## config.mk

```make
export PLATFORM = sky130hd
export DESIGN_NAME = axil_read_arbiter
export DESIGN_NICKNAME = d
export VERILOG_FILES = /design/src/rtl/axil_arb_pkg.sv /design/src/rtl/axil_arb_select.sv /design/src/rtl/axil_read_arbiter.sv
export SDC_FILE = /design/constraint.sdc
export NUM_CORES = 1
export LEC_CHECK = 0
export CAP_MARGIN = 20
export CORE_ASPECT_RATIO = 1.1
export CORE_MARGIN = 2
export CORE_UTILIZATION = 31
export CTS_CLUSTER_SIZE = 16
export DETAILED_ROUTE_END_ITERATION = 12
export PLACE_DENSITY = 0.77
export SYNTH_ARGS = -nofsm -noshare
export SYNTH_HDL_FRONTEND = slang
export SYNTH_SLANG_ARGS = --single-unit
```

## constraint.sdc

```tcl
create_clock -name aclk -period 1.32 [get_ports aclk]
set_input_delay 0.264 -clock aclk [delete_from_list [all_inputs] [get_ports aclk]]
set_output_delay 0.264 -clock aclk [all_outputs]
set_load 0.01 [all_outputs]
```

## src/rtl/axil_arb_pkg.sv

```systemverilog
// ---------------------------------------------------------------------------
// axil_arb_pkg
// Shared types and constants for the AXI-Lite read arbiter slice.
//   arb_state_t      : arbiter FSM encoding (IDLE / ADDR / DATA)
//   ARB_ROUND_ROBIN  : arbitration mode select, rotating priority
//   ARB_FIXED        : arbitration mode select, master 0 highest with
//                      starvation guard
//   RESP_*           : AXI read response codes
// ---------------------------------------------------------------------------
package axil_arb_pkg;

    typedef enum logic [1:0] {
        IDLE = 2'd0,
        ADDR = 2'd1,
        DATA = 2'd2
    } arb_state_t;

    localparam logic ARB_ROUND_ROBIN = 1'b0;
    localparam logic ARB_FIXED       = 1'b1;

    localparam logic [1:0] RESP_OKAY   = 2'b00;
    localparam logic [1:0] RESP_SLVERR = 2'b10;
    localparam logic [1:0] RESP_DECERR = 2'b11;

endpackage : axil_arb_pkg

```

## src/rtl/axil_arb_select.sv

```systemverilog
// ---------------------------------------------------------------------------
// axil_arb_select
// Purely combinational winner selection for the read arbiter.
// Ports:
//   req         : per-master request (arvalid) vector
//   last        : index of the master that completed the previous read
//   sat         : per-master wait-counter saturation flags (fixed mode)
//   mode        : ARB_ROUND_ROBIN or ARB_FIXED
//   winner      : selected master index (meaningful when any_request)
//   any_request : at least one master is requesting
// ---------------------------------------------------------------------------
module axil_arb_select
    import axil_arb_pkg::*;
#(
    parameter int NUM_MASTERS = 2,
    parameter int IDX_W       = 1
) (
    input  logic [NUM_MASTERS-1:0] req,
    input  logic [IDX_W-1:0]       last,
    input  logic [NUM_MASTERS-1:0] sat,
    input  logic                   mode,
    output logic [IDX_W-1:0]       winner,
    output logic                   any_request
);

    logic [IDX_W-1:0]       rr_idx_s;
    logic [IDX_W-1:0]       rr_cand_s;
    logic [IDX_W-1:0]       fixed_idx_s;
    logic [IDX_W-1:0]       sat_idx_s;
    logic [NUM_MASTERS-1:0] sat_req_s;
    logic                   sat_hit_s;

    assign any_request = |req;
    assign sat_req_s   = req & sat;
    assign sat_hit_s   = |sat_req_s;

    // Candidate searches; loops run from the far end so the last hit
    // written is the nearest one (lowest index / first after last).
    always_comb begin
        rr_idx_s    = '0;
        rr_cand_s   = '0;
        fixed_idx_s = '0;
        sat_idx_s   = '0;
        for (int k = NUM_MASTERS; k >= 1; k--) begin
            rr_cand_s = IDX_W'((int'(last) + k) % NUM_MASTERS);
            if (req[rr_cand_s]) begin
                rr_idx_s = rr_cand_s;
            end else begin
                rr_idx_s = rr_idx_s;
            end
        end
        for (int i = NUM_MASTERS - 1; i >= 0; i--) begin
            if (req[i]) begin
                fixed_idx_s = IDX_W'(i);
            end else begin
                fixed_idx_s = fixed_idx_s;
            end
            if (sat_req_s[i]) begin
                sat_idx_s = IDX_W'(i);
            end else begin
                sat_idx_s = sat_idx_s;
            end
        end
    end

    // Final winner: a starved master overrides fixed priority.
    always_comb begin
        winner = '0;
        if (mode == ARB_FIXED) begin
            if (sat_hit_s) begin
                winner = sat_idx_s;
            end else begin
                winner = fixed_idx_s;
            end
        end else begin
            winner = rr_idx_s;
        end
    end

endmodule : axil_arb_select

```

## src/rtl/axil_read_arbiter.sv

```systemverilog
// ---------------------------------------------------------------------------
// axil_read_arbiter
// Shares one AXI-Lite read port of the sample memory between NUM_MASTERS
// read-only requesters, one transaction outstanding at a time.
// Ports:
//   aclk, aresetn         : clock, synchronous active-low reset
//   s_axil_ar*            : per-master read address channels (slice i)
//   s_axil_r*             : read data (broadcast), rvalid to owner only
//   m_axil_ar*, m_axil_r* : single read port towards the memory
//   grant                 : current / last owner index
//   busy                  : high while a transaction is in flight
// ---------------------------------------------------------------------------
module axil_read_arbiter
    import axil_arb_pkg::*;
#(
    parameter int  NUM_MASTERS   = 2,
    parameter int  ADDR_WIDTH    = 32,
    parameter int  DATA_WIDTH    = 16,
    parameter int  PRIORITY_MODE = 0,
    parameter int  MAX_WAIT      = 4,
    localparam int IDX_W         = (NUM_MASTERS > 1) ? $clog2(NUM_MASTERS) : 1
) (
    input  logic                              aclk,
    input  logic                              aresetn,
    input  logic [NUM_MASTERS*ADDR_WIDTH-1:0] s_axil_araddr,
    input  logic [NUM_MASTERS*3-1:0]          s_axil_arprot,
    input  logic [NUM_MASTERS-1:0]            s_axil_arvalid,
    output logic [NUM_MASTERS-1:0]            s_axil_arready,
    output logic [DATA_WIDTH-1:0]             s_axil_rdata,
    output logic [1:0]                        s_axil_rresp,
    output logic [NUM_MASTERS-1:0]            s_axil_rvalid,
    input  logic [NUM_MASTERS-1:0]            s_axil_rready,
    output logic [ADDR_WIDTH-1:0]             m_axil_araddr,
    output logic [2:0]                        m_axil_arprot,
    output logic                              m_axil_arvalid,
    input  logic                              m_axil_arready,
    input  logic [DATA_WIDTH-1:0]             m_axil_rdata,
    input  logic [1:0]                        m_axil_rresp,
    input  logic                              m_axil_rvalid,
    output logic                              m_axil_rready,
    output logic [IDX_W-1:0]                  grant,
    output logic                              busy
);

    localparam int               CNT_W   = (MAX_WAIT > 0) ? $clog2(MAX_WAIT + 1) : 1;
    localparam logic [CNT_W-1:0] CNT_MAX = CNT_W'(MAX_WAIT);
    localparam logic             MODE_L  = (PRIORITY_MODE == 1) ? ARB_FIXED : ARB_ROUND_ROBIN;

    arb_state_t             state_r;
    logic [IDX_W-1:0]       grant_r;
    logic [IDX_W-1:0]       last_r;
    logic                   busy_r;
    logic                   m_arvalid_r;
    logic [ADDR_WIDTH-1:0]  m_araddr_r;
    logic [2:0]             m_arprot_r;
    logic [CNT_W-1:0]       wait_cnt_r [NUM_MASTERS];

    logic [IDX_W-1:0]       winner_s;
    logic                   any_req_s;
    logic [NUM_MASTERS-1:0] sat_s;
    logic [ADDR_WIDTH-1:0]  sel_addr_s;
    logic [2:0]             sel_prot_s;
    logic [NUM_MASTERS-1:0] arready_s;
    logic [NUM_MASTERS-1:0] rvalid_s;
    logic                   m_rready_s;
    logic                   arb_cycle_s;

    // Arbitration only happens while idle with a pending request.
    assign arb_cycle_s = (state_r == IDLE) && any_req_s;

    axil_arb_select #(
        .NUM_MASTERS (NUM_MASTERS),
        .IDX_W       (IDX_W)
    ) u_select (
        .req         (s_axil_arvalid),
        .last        (last_r),
        .sat         (sat_s),
        .mode        (MODE_L),
        .winner      (winner_s),
        .any_request (any_req_s)
    );

    // Saturation flags and winner's address/prot mux.
    always_comb begin
        sat_s      = '0;
        sel_addr_s = '0;
        sel_prot_s = '0;
        for (int i = 0; i < NUM_MASTERS; i++) begin
            sat_s[i] = (wait_cnt_r[i] == CNT_MAX);
            if (IDX_W'(i) == winner_s) begin
                sel_addr_s = s_axil_araddr[i*ADDR_WIDTH +: ADDR_WIDTH];
                sel_prot_s = s_axil_arprot[i*3 +: 3];
            end else begin
                sel_addr_s = sel_addr_s;
                sel_prot_s = sel_prot_s;
            end
        end
    end

    // Handshake steering: arready to the winner while idle, rvalid/rready
    // routed to and from the current owner while in DATA.
    always_comb begin
        arready_s  = '0;
        rvalid_s   = '0;
        m_rready_s = 1'b0;
        if (arb_cycle_s) begin
            arready_s[winner_s] = 1'b1;
        end else begin
            arready_s = '0;
        end
        if (state_r == DATA) begin
            rvalid_s[grant_r] = m_axil_rvalid;
            m_rready_s        = s_axil_rready[grant_r];
        end else begin
            rvalid_s   = '0;
            m_rready_s = 1'b0;
        end
    end

    // Arbiter FSM with registered address channel, grant and busy.
    always_ff @(posedge aclk) begin
        if (!aresetn) begin
            state_r     <= IDLE;
            grant_r     <= '0;
            last_r      <= IDX_W'(NUM_MASTERS - 1);
            busy_r      <= 1'b0;
            m_arvalid_r <= 1'b0;
            m_araddr_r  <= '0;
            m_arprot_r  <= 3'b000;
        end else begin
            case (state_r)
                IDLE: begin
                    if (any_req_s) begin
                        state_r     <= ADDR;
                        busy_r      <= 1'b1;
                        grant_r     <= winner_s;
                        m_arvalid_r <= 1'b1;
                        m_araddr_r  <= sel_addr_s;
                        m_arprot_r  <= sel_prot_s;
                    end
                end
                ADDR: begin
                    if (m_arvalid_r && m_axil_arready) begin
                        state_r     <= DATA;
                        m_arvalid_r <= 1'b0;
                    end
                end
                DATA: begin
                    if (m_axil_rvalid && m_rready_s) begin
                        state_r <= IDLE;
                        busy_r  <= 1'b0;
                        last_r  <= grant_r;
                    end
                end
                default: begin
                    state_r     <= IDLE;
                    busy_r      <= 1'b0;
                    m_arvalid_r <= 1'b0;
                end
            endcase
        end
    end

    // Starvation counters: losers that were requesting count up and
    // saturate, the winner clears. Only active in fixed-priority mode.
    always_ff @(posedge aclk) begin
        if (!aresetn) begin
            for (int i = 0; i < NUM_MASTERS; i++) begin
                wait_cnt_r[i] <= '0;
            end
        end else if ((MODE_L == ARB_FIXED) && arb_cycle_s) begin
            for (int i = 0; i < NUM_MASTERS; i++) begin
                if (IDX_W'(i) == winner_s) begin
                    wait_cnt_r[i] <= '0;
                end else if (s_axil_arvalid[i] && (wait_cnt_r[i] != CNT_MAX)) begin
                    wait_cnt_r[i] <= wait_cnt_r[i] + CNT_W'(1);
                end else begin
                    wait_cnt_r[i] <= wait_cnt_r[i];
                end
            end
        end else begin
            for (int i = 0; i < NUM_MASTERS; i++) begin
                wait_cnt_r[i] <= wait_cnt_r[i];
            end
        end
    end

    assign s_axil_arready = arready_s;
    assign s_axil_rvalid  = rvalid_s;
    assign s_axil_rdata   = m_axil_rdata;
    assign s_axil_rresp   = m_axil_rresp;
    assign m_axil_rready  = m_rready_s;
    assign m_axil_arvalid = m_arvalid_r;
    assign m_axil_araddr  = m_araddr_r;
    assign m_axil_arprot  = m_arprot_r;
    assign grant          = grant_r;
    assign busy           = busy_r;

endmodule : axil_read_arbiter

```

Word-level counts from Yosys, hierarchy flattened
Index checks and enable logic that the tools add are counted.

$add $sub $neg: 2. Order comparisons: 6. Equality and inequality tests: 5. Multiplexer cells: 26. Bitwise logic cells: 3. Reductions and logical operators: 12.

Operators with widths (number): two-way mux 32 bit (1); two-way mux 1 bit (14); two-way mux 2 bit (5); AND reduction 3 bit (3); < comparator 1 x 2 -> 1 bit (second input constant) (4); case mux 1 bit (3 select lines) (2); case mux 2 bit (3 select lines) (1); logical AND 1 bit (5); inequality test 2 bit (second input constant) (2); AND reduction 2 bit (2); two-way mux 3 bit (1); adder 1 bit (second input constant) (2); AND 2 bit (1); demux 1 bit (select 1 bit) (2); equality test 2 x 1 -> 1 bit (second input constant) (1); equality test 2 bit (second input constant) (1); >= comparator 1 bit (second input constant) (2); zero test 2 bit (1); inequality test 2 x 1 -> 1 bit (second input constant) (1); inverter 1 bit (2); OR reduction 2 bit (1).

Flip-flop bits (word level): 41. Input bits: 96. Output and inout bits: 61.

Longest topological paths before layout
Word-level depth: 10. Mapped depth: 6. Depth with buffers taken out: 3.

Cells and area by module
Synthesis repeated with hierarchy kept, for this count alone.

Cells, all modules: 216. Area, all modules: 2094.5 um^2.

By module, submodules not included: axil_read_arbiter (times used 1, cells each 212, area an instance 2067.0 um^2, seq. area each 820.8 um^2); axil_arb_select (times used 1, cells each 4, area an instance 27.5 um^2, seq. area each 0.0 um^2).

Worst setup path before layout
Ideal clock, no wire load.

Path kind: register to output. From: register state_r[1]. To: output s_axil_arready[0]. Data arrival time: 1119 ps. Data required time: 1056 ps. Path slack: -63 ps. Cell stages (with the launch flop): 6. Path through: dfxtp_1 > buf_4 > nor2_1 > buf_2 > buf_2 > and3_1.

Word-level cells in the longest chain between the ends: 3.

RTL lines: start, declared (line axil_read_arbiter.sv:49) `arb_state_t state_r;`; start signal, assigned (line axil_read_arbiter.sv:123) `state_r <= IDLE;`; start signal, assigned (line axil_read_arbiter.sv:134) `state_r <= ADDR;`; start signal, assigned (line axil_read_arbiter.sv:144) `state_r <= DATA;`; zero test 2 bit (line axil_read_arbiter.sv:69) `assign arb_cycle_s = (state_r == IDLE) && any_req_s;`; logical AND 1 bit (line axil_read_arbiter.sv:69); two-way mux 2 bit (line axil_read_arbiter.sv:106) `if (arb_cycle_s) begin`; end, declared (line axil_read_arbiter.sv:28) `output logic [NUM_MASTERS-1:0] s_axil_arready,`.

Every way passes these cells.

Worst setup path in the final report
From: register state_r[0]. To: output s_axil_rvalid[1].

Word-level cells in the longest chain between the ends: 2.

RTL lines: equality test 2 bit (line axil_read_arbiter.sv:111) `if (state_r == DATA) begin`; two-way mux 2 bit (line axil_read_arbiter.sv:111); end, declared (line axil_read_arbiter.sv:31) `output logic [NUM_MASTERS-1:0] s_axil_rvalid,`.

Every way passes these cells.

==> impl_metrics.toml <==
[grt]
grt_util_all_layers_pct = 20.7
grt_max_degree = 37
grt_pass1_wl_mm = 12.1
grt_pass1_vias = 2580
gr-total-overflow = 0
antenna_found_initial = 0

[drt]
ant_nets = 0
first_pass_iters = 4
wl_met1_mm = 3.22
route.met2.wl_mm = 4.11
drt-initial-drc-count = 137
drc = 0
met3_wirelength_um = 538
dr.max_layer_used = "met4"
vias = 2533
wl_per_cell_um = 17.1
via_per_inst = 5.42
drt_wl_total_mm = 7.98

[critical_path]
rrSetupSlack_ns = -0.10
worstPathArrival_ns = 1.18
slowest_delay_ns = 0.37
worstSetupPathType = "register to output port"
path_cells = "nor2b_4 > buf_6 > and3_1 > buf_2"
cp.required_ns = 1.06
endpoint_kind = "output port"
cp_max_fo = 4
critPathTopFamily = "flip-flops"
crit_path_start_kind = "register"
crit_buf_inv = 2
cp_slowest_cell = "dfxtp_4"

[pwr]
ir_worst_vdd_v = 0.000511
p_int_uw = 2510
p_leak_uw = 0.00153
switching_power_uw = 1070
power_density_nw_per_um2 = 956
p_seq_share_pct = 39.8
p_comb_share_pct = 34.9
power.share.clock_pct = 25.3
power_uw = 3580
p_sw_share_pct = 30.0

[place]
placed_area_um2 = 3310
hpwl_mm = 4.85
io_buffers = 120
gp_congestion = 0.828
place_ws_ns = -0.573

[timing]
rsz0062_at_grt = "yes"
final_max_slew_viol_count = 0
max_freq_mhz = 691
setup_tns_ns = -1.95
worst_slack_ns = -0.128
fin_skew_ns = 0.00733
whs_ns = 0.393
setup_viol = 40
period_minus_slack_ns = 1.45
relSlewSlack_pct = 69.0
hold_viol_final = 0
fin_crit_sh_pct = 110
worst_pin_slew_ns = 0.465

[clock_tree]
cts_sinks = 41
clkLatencyLatePin_ns = 0.29
clk_pin_slew_ns = 0.07
cts_buffers = 5
cts_tree = "done"
htree_num_levels = 2
clockBufferDepth = 2
root_buffer = "clkbuf_8"
postCtsHoldBufs = 0

[synth]
syn_area_per_cell_um2 = 7.92
syn-instance-count = 264
synthDistinctLibCells = 27
netlist_area_um2 = 2090
synth_warnings = 0
yosys.area.top_type = "dfxtp_1"
synthTopCellsByArea = "dfxtp_1 39%, nand3_1 17%, a31oi_1 11%"
yosysTopAreaCellShare_pct = 39.2
ys_ff_latch = 41
synth_seq_area_share_pct = 39.2
syn_nets = 360

[floorplanning]
die_area_um2 = 7420
die_w_um = 82.3
core_area_um2 = 6560
fp.dieH_um = 90.2
boundaryPins = 157
num_rows = 31
initial_utilization_pct = 31.9

[layout]
diodes = 0
finalInstanceArea_um2 = 3740
syn_to_final_growth_pct = 78.9
fin_nets = 480
drive_gt1_share_pct = 21.3
fillers = 610

[worst_hold_path]
hp-class = "input port to register"

[outcome]
status = "complete, but fails checks"
violations = "setup timing"

[flow_run]
drv_cap = 0
[timing repair]
action	in CTS	in global routing
setup buffers	8	2
setup endpoints to repair	80	42
resized for setup	129	29
gates cloned	6	2
pin swaps	15	23
endpoints found under the hold margin	0	0
[metrics by stage]
stage	util [%]	cells
final	57.1	467
after global routing	57.1	467
after CTS	55.5	466
after detailed placement	50.5	444
after global placement	50.5	444
after floorplan	-	264
[cells by family after synthesis]
| group | count (synthesis) | synth area share [%] |
|---|---|---|
| flops | 41 | 39.2 |
| simple gates | 90 | 22.9 |
| mux | 1 | 0.478 |
| buf+inv | 48 | 14.4 |
| compound gates | 84 | 23.0 |
[cell usage after synthesis]
cell      number
a21boi_2       1
a21o_1         1
a21oi_1        5
a31oi_1       36
and3_1         2
buf_2          6
buf_4         23
buf_6          3
clkbuf_1       9
clkbuf_2       4
dfxtp_1       41
inv_1          3
mux2i_1        1
nand2_1        4
nand2b_1       3
nand3_1       70
nand3b_1       1
nand4b_1       2
nor2_1         2
nor2_2         1
nor2b_1        3
nor3b_4        1
o21ai_0       34
o21ai_1        5
o21bai_1       1
o32ai_1        1
or2_1          1
[power by group through the flow]
stage | registers, uW | logic [uW] | clock network (uW)
after global routing | 1440 | 1340 | 985
final | 1420 | 1250 | 907
after global placement | 1440 | 1060 | 0
after floorplan | 1490 | 469 | 0
after CTS | 1420 | 1200 | 944
after detailed placement | 1450 | 1070 | 0
[routing by layer]
layer / vias to the layer above / global-route usage [%]
met1: 1218 / 24.0
li1: 1195 / -
met3: 16 / 4.62
met4: 0 / 7.78
met5: - / 0
met2: 104 / 35.8
[final timing paths]
check / from / to / cells after the start
setup reg to reg: state_r[1] / m_axil_araddr[0] / 7
hold reg to reg: m_axil_arprot[1] / m_axil_arprot[1] / 2
hold / removal: s_axil_rready[1] / last_r / 3
setup / recovery: state_r[0] / s_axil_rvalid[1] / 4
[tightest hold or removal path, cell delays in order]
cell	delay [ns]
dlymetal6s2s_1	0.16
a31oi_1	0.11
o21ai_0	0.12
[cell usage in the layout, fill, tap and decap left out, drive strengths merged, types with 4 or more instances in the layout]
| cell type | n |
|---|---|
| clkbuf | 8 |
| a31oi | 36 |
| dlygate4sd2 | 39 |
| o21ai | 39 |
| dfxtp | 41 |
| clkdlybuf4s50 | 73 |
| a21oi | 5 |
| nand2 | 4 |
| buf | 43 |
| nand3 | 70 |
[sequential cells by signal, summed over array words and instances, names as in the netlist]
register / count
m_axil_araddr: 32
state_r: 2
m_axil_arvalid: 1
m_axil_arprot: 3
busy: 1
grant: 1
last_r: 1
[area by class of cell]
cell class	instances	area (um^2)	share of cell area, %
clock buffer	7	96.3	2.57
clock inverter	1	5.00	0.134
tap	82	103	2.74
multi-input combinational	175	1100	29.3
timing repair buffer	158	1600	42.7
sequential	41	831	22.2
inverter	3	11.3	0.301
(Power assumes the default switching activity.)
